`src/rtl/booth_mult_sched.sv`:
```
// booth_mult_sched: round-robin scheduler sharing one sequential radix-2 Booth multiplier.
// Optional saturating completed-operation counter, built only when BOOTH_SCHED_STATS_EN is defined.
module booth_mult_sched #(
    parameter int WIDTH = 4,
    parameter int NREQ  = 2,
    localparam int IDW  = (NREQ > 1) ? $clog2(NREQ) : 1
) (
    input  logic                  clk,
    input  logic                  rst_n,
    input  logic [NREQ-1:0]       req_valid,
    output logic [NREQ-1:0]       req_ready,
    input  logic [NREQ*WIDTH-1:0] req_multiplier,
    input  logic [NREQ*WIDTH-1:0] req_multiplicand,
    output logic                  rsp_valid,
    input  logic                  rsp_ready,
    output logic [2*WIDTH-1:0]    rsp_product,
    output logic [IDW-1:0]        rsp_id,
    output logic                  busy,
    output logic [15:0]           stat_ops
);

    localparam int CW = $clog2(WIDTH + 1);

    localparam logic [1:0] S_IDLE = 2'd0;
    localparam logic [1:0] S_RUN  = 2'd1;
    localparam logic [1:0] S_DONE = 2'd2;

    logic [1:0]       st_q, st_d;
    logic [IDW-1:0]   ptr_q, ptr_d;
    logic [IDW-1:0]   id_q, id_d;
    logic [WIDTH-1:0] m_q, m_d;
    logic [WIDTH:0]   a_q, a_d;
    logic [WIDTH-1:0] q_q, q_d;
    logic             qm_q, qm_d;
    logic [CW-1:0]    cnt_q, cnt_d;

    logic             found;
    logic [IDW-1:0]   gnt_idx;
    logic [IDW-1:0]   cand;
    logic [WIDTH:0]   m_ext;
    logic [WIDTH:0]   a_sum;

    assign m_ext = {m_q[WIDTH-1], m_q};

    // Rotating priority search starting at ptr; first valid requester wins.
    always_comb begin
        found     = 1'b0;
        gnt_idx   = '0;
        cand      = '0;
        req_ready = '0;
        if (st_q == S_IDLE) begin
            for (int unsigned i = 0; i < NREQ; i++) begin
                cand = IDW'((32'(ptr_q) + i) % NREQ);
                if (!found && req_valid[cand]) begin
                    found   = 1'b1;
                    gnt_idx = cand;
                end
            end
            if (found) req_ready[gnt_idx] = 1'b1;
        end
    end

    always_comb begin
        st_d  = st_q;
        ptr_d = ptr_q;
        id_d  = id_q;
        m_d   = m_q;
        a_d   = a_q;
        q_d   = q_q;
        qm_d  = qm_q;
        cnt_d = cnt_q;
        case ({q_q[0], qm_q})
            2'b10:   a_sum = a_q - m_ext;
            2'b01:   a_sum = a_q + m_ext;
            default: a_sum = a_q;
        endcase
        case (st_q)
            S_IDLE: begin
                if (found) begin
                    m_d   = req_multiplicand[32'(gnt_idx) * WIDTH +: WIDTH];
                    q_d   = req_multiplier[32'(gnt_idx) * WIDTH +: WIDTH];
                    a_d   = '0;
                    qm_d  = 1'b0;
                    cnt_d = CW'(WIDTH);
                    id_d  = gnt_idx;
                    ptr_d = (gnt_idx == IDW'(NREQ - 1)) ? '0 : gnt_idx + 1'b1;
                    st_d  = S_RUN;
                end
            end
            S_RUN: begin
                // Arithmetic right shift of {A, Q, q_minus} after the add/subtract.
                {a_d, q_d, qm_d} = {a_sum[WIDTH], a_sum, q_q};
                cnt_d = cnt_q - 1'b1;
                if (cnt_q == CW'(1)) st_d = S_DONE;
            end
            S_DONE: begin
                if (rsp_ready) st_d = S_IDLE;
            end
            default: st_d = S_IDLE;
        endcase
    end

    always_ff @(posedge clk or negedge rst_n) begin
        if (!rst_n) begin
            st_q  <= S_IDLE;
            ptr_q <= '0;
            id_q  <= '0;
            m_q   <= '0;
            a_q   <= '0;
            q_q   <= '0;
            qm_q  <= 1'b0;
            cnt_q <= '0;
        end else begin
            st_q  <= st_d;
            ptr_q <= ptr_d;
            id_q  <= id_d;
            m_q   <= m_d;
            a_q   <= a_d;
            q_q   <= q_d;
            qm_q  <= qm_d;
            cnt_q <= cnt_d;
        end
    end

    assign rsp_valid   = (st_q == S_DONE);
    assign busy        = (st_q != S_IDLE);
    assign rsp_id      = id_q;
    assign rsp_product = {a_q[WIDTH-1:0], q_q};

`ifdef BOOTH_SCHED_STATS_EN
    logic [15:0] stat_q, stat_d;

    always_comb begin
        stat_d = stat_q;
        if (rsp_valid && rsp_ready && (stat_q != '1)) stat_d = stat_q + 1'b1;
    end

    always_ff @(posedge clk or negedge rst_n) begin
        if (!rst_n) stat_q <= '0;
        else        stat_q <= stat_d;
    end

    assign stat_ops = stat_q;
`else
    assign stat_ops = '0;
`endif

endmodule

```
`config.mk`:
```
export PLATFORM = sky130hd
export DESIGN_NAME = booth_mult_sched
export DESIGN_NICKNAME = d
export VERILOG_FILES = /design/src/rtl/booth_mult_sched.sv
export SDC_FILE = /design/constraint.sdc
export NUM_CORES = 1
export LEC_CHECK = 0
export CAP_MARGIN = 25
export CORE_UTILIZATION = 48
export CTS_CLUSTER_SIZE = 8
export DETAILED_ROUTE_END_ITERATION = 16
export GPL_TIMING_DRIVEN = 1
export PLACE_DENSITY = 0.85
export SYNTH_ARGS = -nofsm -noshare
export SYNTH_HDL_FRONTEND = slang
export SYNTH_SLANG_ARGS = --single-unit
```
`constraint.sdc`:
```
create_clock -name clk -period 3.9 [get_ports clk]
set_input_delay 0.39 -clock clk [delete_from_list [all_inputs] [get_ports clk]]
set_output_delay 0.39 -clock clk [all_outputs]
set_load 0.05 [all_outputs]
```
After elaboration in Yosys (flattened, before gate mapping)
Cells that the tools add are included.
Widths: inputs -> output; s select.
Storage, ports and cells
  register bits after elaboration: 21
  word-level logic and storage cells: 67
  output and inout port bits: 29
  input bits: 21
Cells by class
  mux-type cells: 31
  magnitude comparators: 4
  eq/ne operators: 8
  shifts and indexed selects: 2
  $add $sub $neg: 5
  reduce and logical (&&, ||, !) cells: 9
Operators with widths (number)
  $pmux 5 s2: 2
  $mux 1: 16
  $shiftx 8x4->4: 2
  $mux 2: 5
  $pmux 4 s2: 1
  $lt 1x2->1 const B: 3
  $pmux 2 s3: 1
  $pmux 3 s2: 1
  $add 5x5->5: 1
  $mux 5: 1
  $sub 5x5->5: 1
  $eq 2x1->1 const B: 2
  $eq 2x2->1 const B: 2
  $mux 4: 1
  $ne 2x2->1 const B: 2
  $reduce_and 2->1: 2
  $reduce_bool 2->1: 2
  $eq 3x1->1 const B: 1
  $mux 3: 1
  $reduce_and 3->1: 1
  $sub 3x1->3 const B: 1
  $add 1x1->1 const B: 2
  $logic_and 1x1->1: 2
  $logic_not 2->1: 1
  other kinds (5): 5

Logic depth before layout (Yosys ltp)
  depth after elaboration: 14
  mapped depth: 10

Worst setup path before layout
OpenSTA, ideal clock, no wires.
  kind: register to register
  start: reg q_q[0]
  end: reg a_q[3]
  arrival: 2.370 ns
  setup slack: 1.411 ns
  stages on the path, launching flop included: 11
  setup time: 0.119 ns
  data required time: 3.781 ns
  clock period less this slack: 2.489 ns
  path through: dfrtp_1 inv_1 ha_1 mux2_2 inv_1 fa_1 nand2b_1 a21oi_1 xnor2_1 nor3_1 o21ba_2
On the way
  cells in the longest elaborated chain, start to end: 3
  elaborated cells between the ends (all ways): 4
  classes of those cells: eq/ne (2); mux (2)
Ends and longest elaborated chain
  from (decl): line 33  | logic [WIDTH-1:0] q_q, q_d;
  from (signal assigned): line 119  | q_q <= q_d;
  $eq 2x1->1 or $eq 2x2->1 (tied branches): line 72  | case ({q_q[0], qm_q})
  $pmux 5 s2 *: line 72
  $pmux 5 s2 *: line 77  | case (st_q)
  to (signal assigned): line 109  | a_q <= '0;
  to (signal assigned): line 118  | a_q <= a_d;
  to (decl): line 32  | logic [WIDTH:0] a_q, a_d;
Every way passes the cells marked *; elsewhere a longest branch is shown, timed or not.
A chain may end at the register's enable or synchronous reset.

Worst setup path in the final report
  start: reg st_q[0]
  end: out req_ready[0]
On the way
  cells in the longest elaborated chain, start to end: 2
Ends and longest elaborated chain
  from (decl): line 28  | logic [1:0] st_q, st_d;
  from (signal assigned): line 114  | st_q <= st_d;
  $logic_not 2->1: line 51  | if (st_q == S_IDLE) begin
  $mux 2: line 51
  to (decl): line 11  | output logic [NREQ-1:0] req_ready,
No other way between the ends.

==> impl_metrics.py <==
metrics = {
    "synthesis": {
        "synth_area_um2": 1370,
        "synth_cells": 150,
        "synth_area_leaders": "dfrtp_1, buf_4, ha_1, nor2_1, a21oi_1",
        "synth_top_cell_by_area": "dfrtp_1",
        "yosysWarnings": 0,
        "synth_top_area_frac": 0.366,
        "synth.distinct_cells": 39,
        "ys_seq_area_frac": 0.366,
        "synth_edf_count": 0,
        "synth_most_common_cell": "dfrtp_1",
        "synth_ff_type": "dfrtp_1",
        "ys_seq_elements": 20,
        "async_reset_ff_frac": 1.00,
        "syn_area_per_cell_um2": 9.12,
        "synth_common_cells": "dfrtp_1, nor2_1, buf_4",
    },
    "clock_tree": {
        "clk_root_buffer_cell": "clkbuf_4",
        "cts_resized": 0,
        "h-tree-depth": 1,
        "ctsHoldBuffers": 0,
        "cts.sinks": 20,
        "cts_tree": "done",
        "clk_latency_ps": 320,
        "cts_inserted_buffers": 3,
        "clockBufferDepth": 2,
        "cts.clk_slew.worst_paths_ps": 110,
        "post-cts-setup-buffers": 0,
    },
    "routing": {
        "detail_route.wl_per_cell_um": 13.5,
        "dr_wl_met2_um": 1470,
        "vias_per_cell": 5.16,
        "drt-met1-wl_um": 1270,
        "drtPass1Iterations": 4,
        "wl_met3_um": 94,
        "routed.top_layer": "met4",
        "vias": 1100,
        "wl_um": 2870,
        "initialDrtViolationCount": 43,
        "drc": 0,
        "antenna_left": 0,
    },
    "critical_path": {
        "required_ps": 3510,
        "cp_slowest_cell": "clkdlybuf4s50_1",
        "path_class": "flip-flop to output pin",
        "start_kind": "flip-flop",
        "r2r_setup_slack_ps": 1560,
        "arrival_ps": 2540,
        "max_stage_delay_ps": 840,
        "r2r-start": "q_q[0]",
        "crit_fanout": 8,
        "worstPathCellList": "or2_4 > nor2_1 > and2_1 > clkdlybuf4s50_1",
        "r2r-end": "a_q[3]",
        "reg2reg_depth": 10,
        "critPathCaptureType": "output pin",
    },
    "sta": {
        "fin_skew_ps": 7.01,
        "drv_slew": 0,
        "period_share": 0.752,
        "finalHoldViolCount": 0,
        "rsz0062_at_grt": "false",
        "tightestPinTransition_ps": 847,
        "finalSetupViolCount": 0,
        "postLayoutSetupSlackWorst_ps": 969,
        "slew_headroom": 0.433,
        "setup_tns_ps": 0,
        "max_freq_mhz": 341,
        "period_needed_ps": 2930,
    },
    "global_route": {
        "overflow": 0,
        "antenna_found_initial": 0,
        "grt_pass1_vias": 1029,
        "grt_pass1_wl_um": 4840,
        "grt_max_degree": 21,
        "grtUsageTotal": 0.202,
    },
    "die": {
        "die_h_um": 55.4,
        "fp.dieW_um": 55.4,
        "rows": 18,
        "dieArea_um2": 3070,
        "core_area_um2": 2590,
        "start_util": 0.528,
        "ios": 50,
    },
    "pwr": {
        "total_switching_power_mw": 0.833,
        "combPwrFrac": 0.680,
        "p_int_mw": 0.822,
        "peakVddDrop_mv": 0.657,
        "switching_share": 0.503,
        "leakagePower_nw": 0.781,
        "seqPwrFrac": 0.245,
        "p_per_area_nw_per_um2": 977,
        "pwr-share-clk": 0.075,
    },
    "placed_design": {
        "port-buffer-count": 33,
        "place_worst_setup_slack_ps": 1060,
        "place_congestion": 0.902,
        "dp_hpwl_um": 2320,
    },
    "cells_and_area": {
        "finalNetCount": 215,
        "areaGrowthSynthToFinish_pct": 23.8,
        "num_antenna_cells": 0,
        "drive_gt1_frac": 0.0984,
    },
    "worst_hold_path": {
        "holdPathEnd": "cnt_q[0]",
        "hold_path_depth": 1,
        "hold_class": "flip-flop to flip-flop",
        "hold_path.startpoint": "cnt_q[0]",
    },
    "run": {
        "drv_cap": 0,
    },
    "status": {
        "status": "finished clean",
    },
}
## cell families (layout without fill, tap and decap cells)
kind of cell,after synthesis,count (layout),share of synthesized area
flip-flops,20,20,0.366
multiplexers,3,3,0.0238
buffers and inverters,30,48,0.132
adder cells (fa/ha/maj),10,10,0.0970
AND/OR/NAND/NOR,40,40,0.153
XOR/XNOR,5,5,0.0320
other,1,16,0.00274
AO/OA/AOI/OAI,41,41,0.194
## power by group through the flow
stage / Clock [mW] / Sequential (mW) / Combinational [mW]
after CTS: 0.127 / 0.405 / 1.14
after floorplan: 0 / 0.538 / 0.723
final: 0.124 / 0.405 / 1.12
after global placement: 0 / 0.401 / 1.09
after detailed placement: 0 / 0.409 / 1.12
after global routing: 0.133 / 0.421 / 1.24
## layout by cell type (no fill, tap or decap), types with 3 or more instances in the layout
cell	netlist	final
nor2_1	19	19
o21ai_0	10	10
ha_1	9	9
nand2_1	4	4
nor3_1	3	3
clkbuf_4	0	3
a22oi_1	6	6
a21oi_1	10	10
xor2_1	3	3
dfrtp_1	20	20
conb_1	1	16
clkdlybuf4s50_1	0	33
inv_1	10	10
## critical path, delay by kind of cell, from the launching register on
family,cells,cell delay [ps]
DFF,1,460
and+or+nand+nor,3,930
buffers and inverters,1,840
## routing by layer
layer	GRT usage	vias up
li1	-	548
met1	0.263	520
met2	0.341	30
met3	0.0304	2
met4	0.0750	0
met5	0	-
## worst max-delay path by stage
stage                            start           end  slack, ps  cells past startpoint
after floorplan                 q_q[0]        a_q[3]       1410                     10
after detailed placement  req_valid[0]  req_ready[0]       1060                      5
after CTS                      st_q[0]  req_ready[0]        960                      4
after global placement    req_valid[1]  req_ready[1]       1130                      5
after global routing           st_q[0]  req_ready[0]        820                      4
final                          st_q[0]  req_ready[0]        970                      4
## through the flow
step / cell area (um^2) / power, mW / utilization / std cells / hold slack [ps]
floorplan: 1420 / 1.26 / - / 165 / 94.4
global placement: 1660 / 1.49 / 0.640 / 209 / 470
detailed placement: 1660 / 1.53 / 0.640 / 209 / 486
CTS: 1690 / 1.67 / 0.654 / 213 / 504
global route: 1690 / 1.79 / 0.654 / 213 / 524
finish: 1690 / 1.65 / 0.654 / 213 / 501
## registers in the layout, summed over array words and instances (netlist names)
signal,count
a_q,4
cnt_q,3
m_q,4
ptr_q,1
q_q,4
qm_q,1
rsp_id,1
st_q,2
## area by class of cell
type	instances	area, um^2
clock buffer	4	36.3
fill	224	897
inverter	10	37.5
multi-input combinational	115	743
sequential	20	500
tap	30	37.5
timing repair buffer	34	338
No activity file was read; power rests on OpenSTA's default activity.
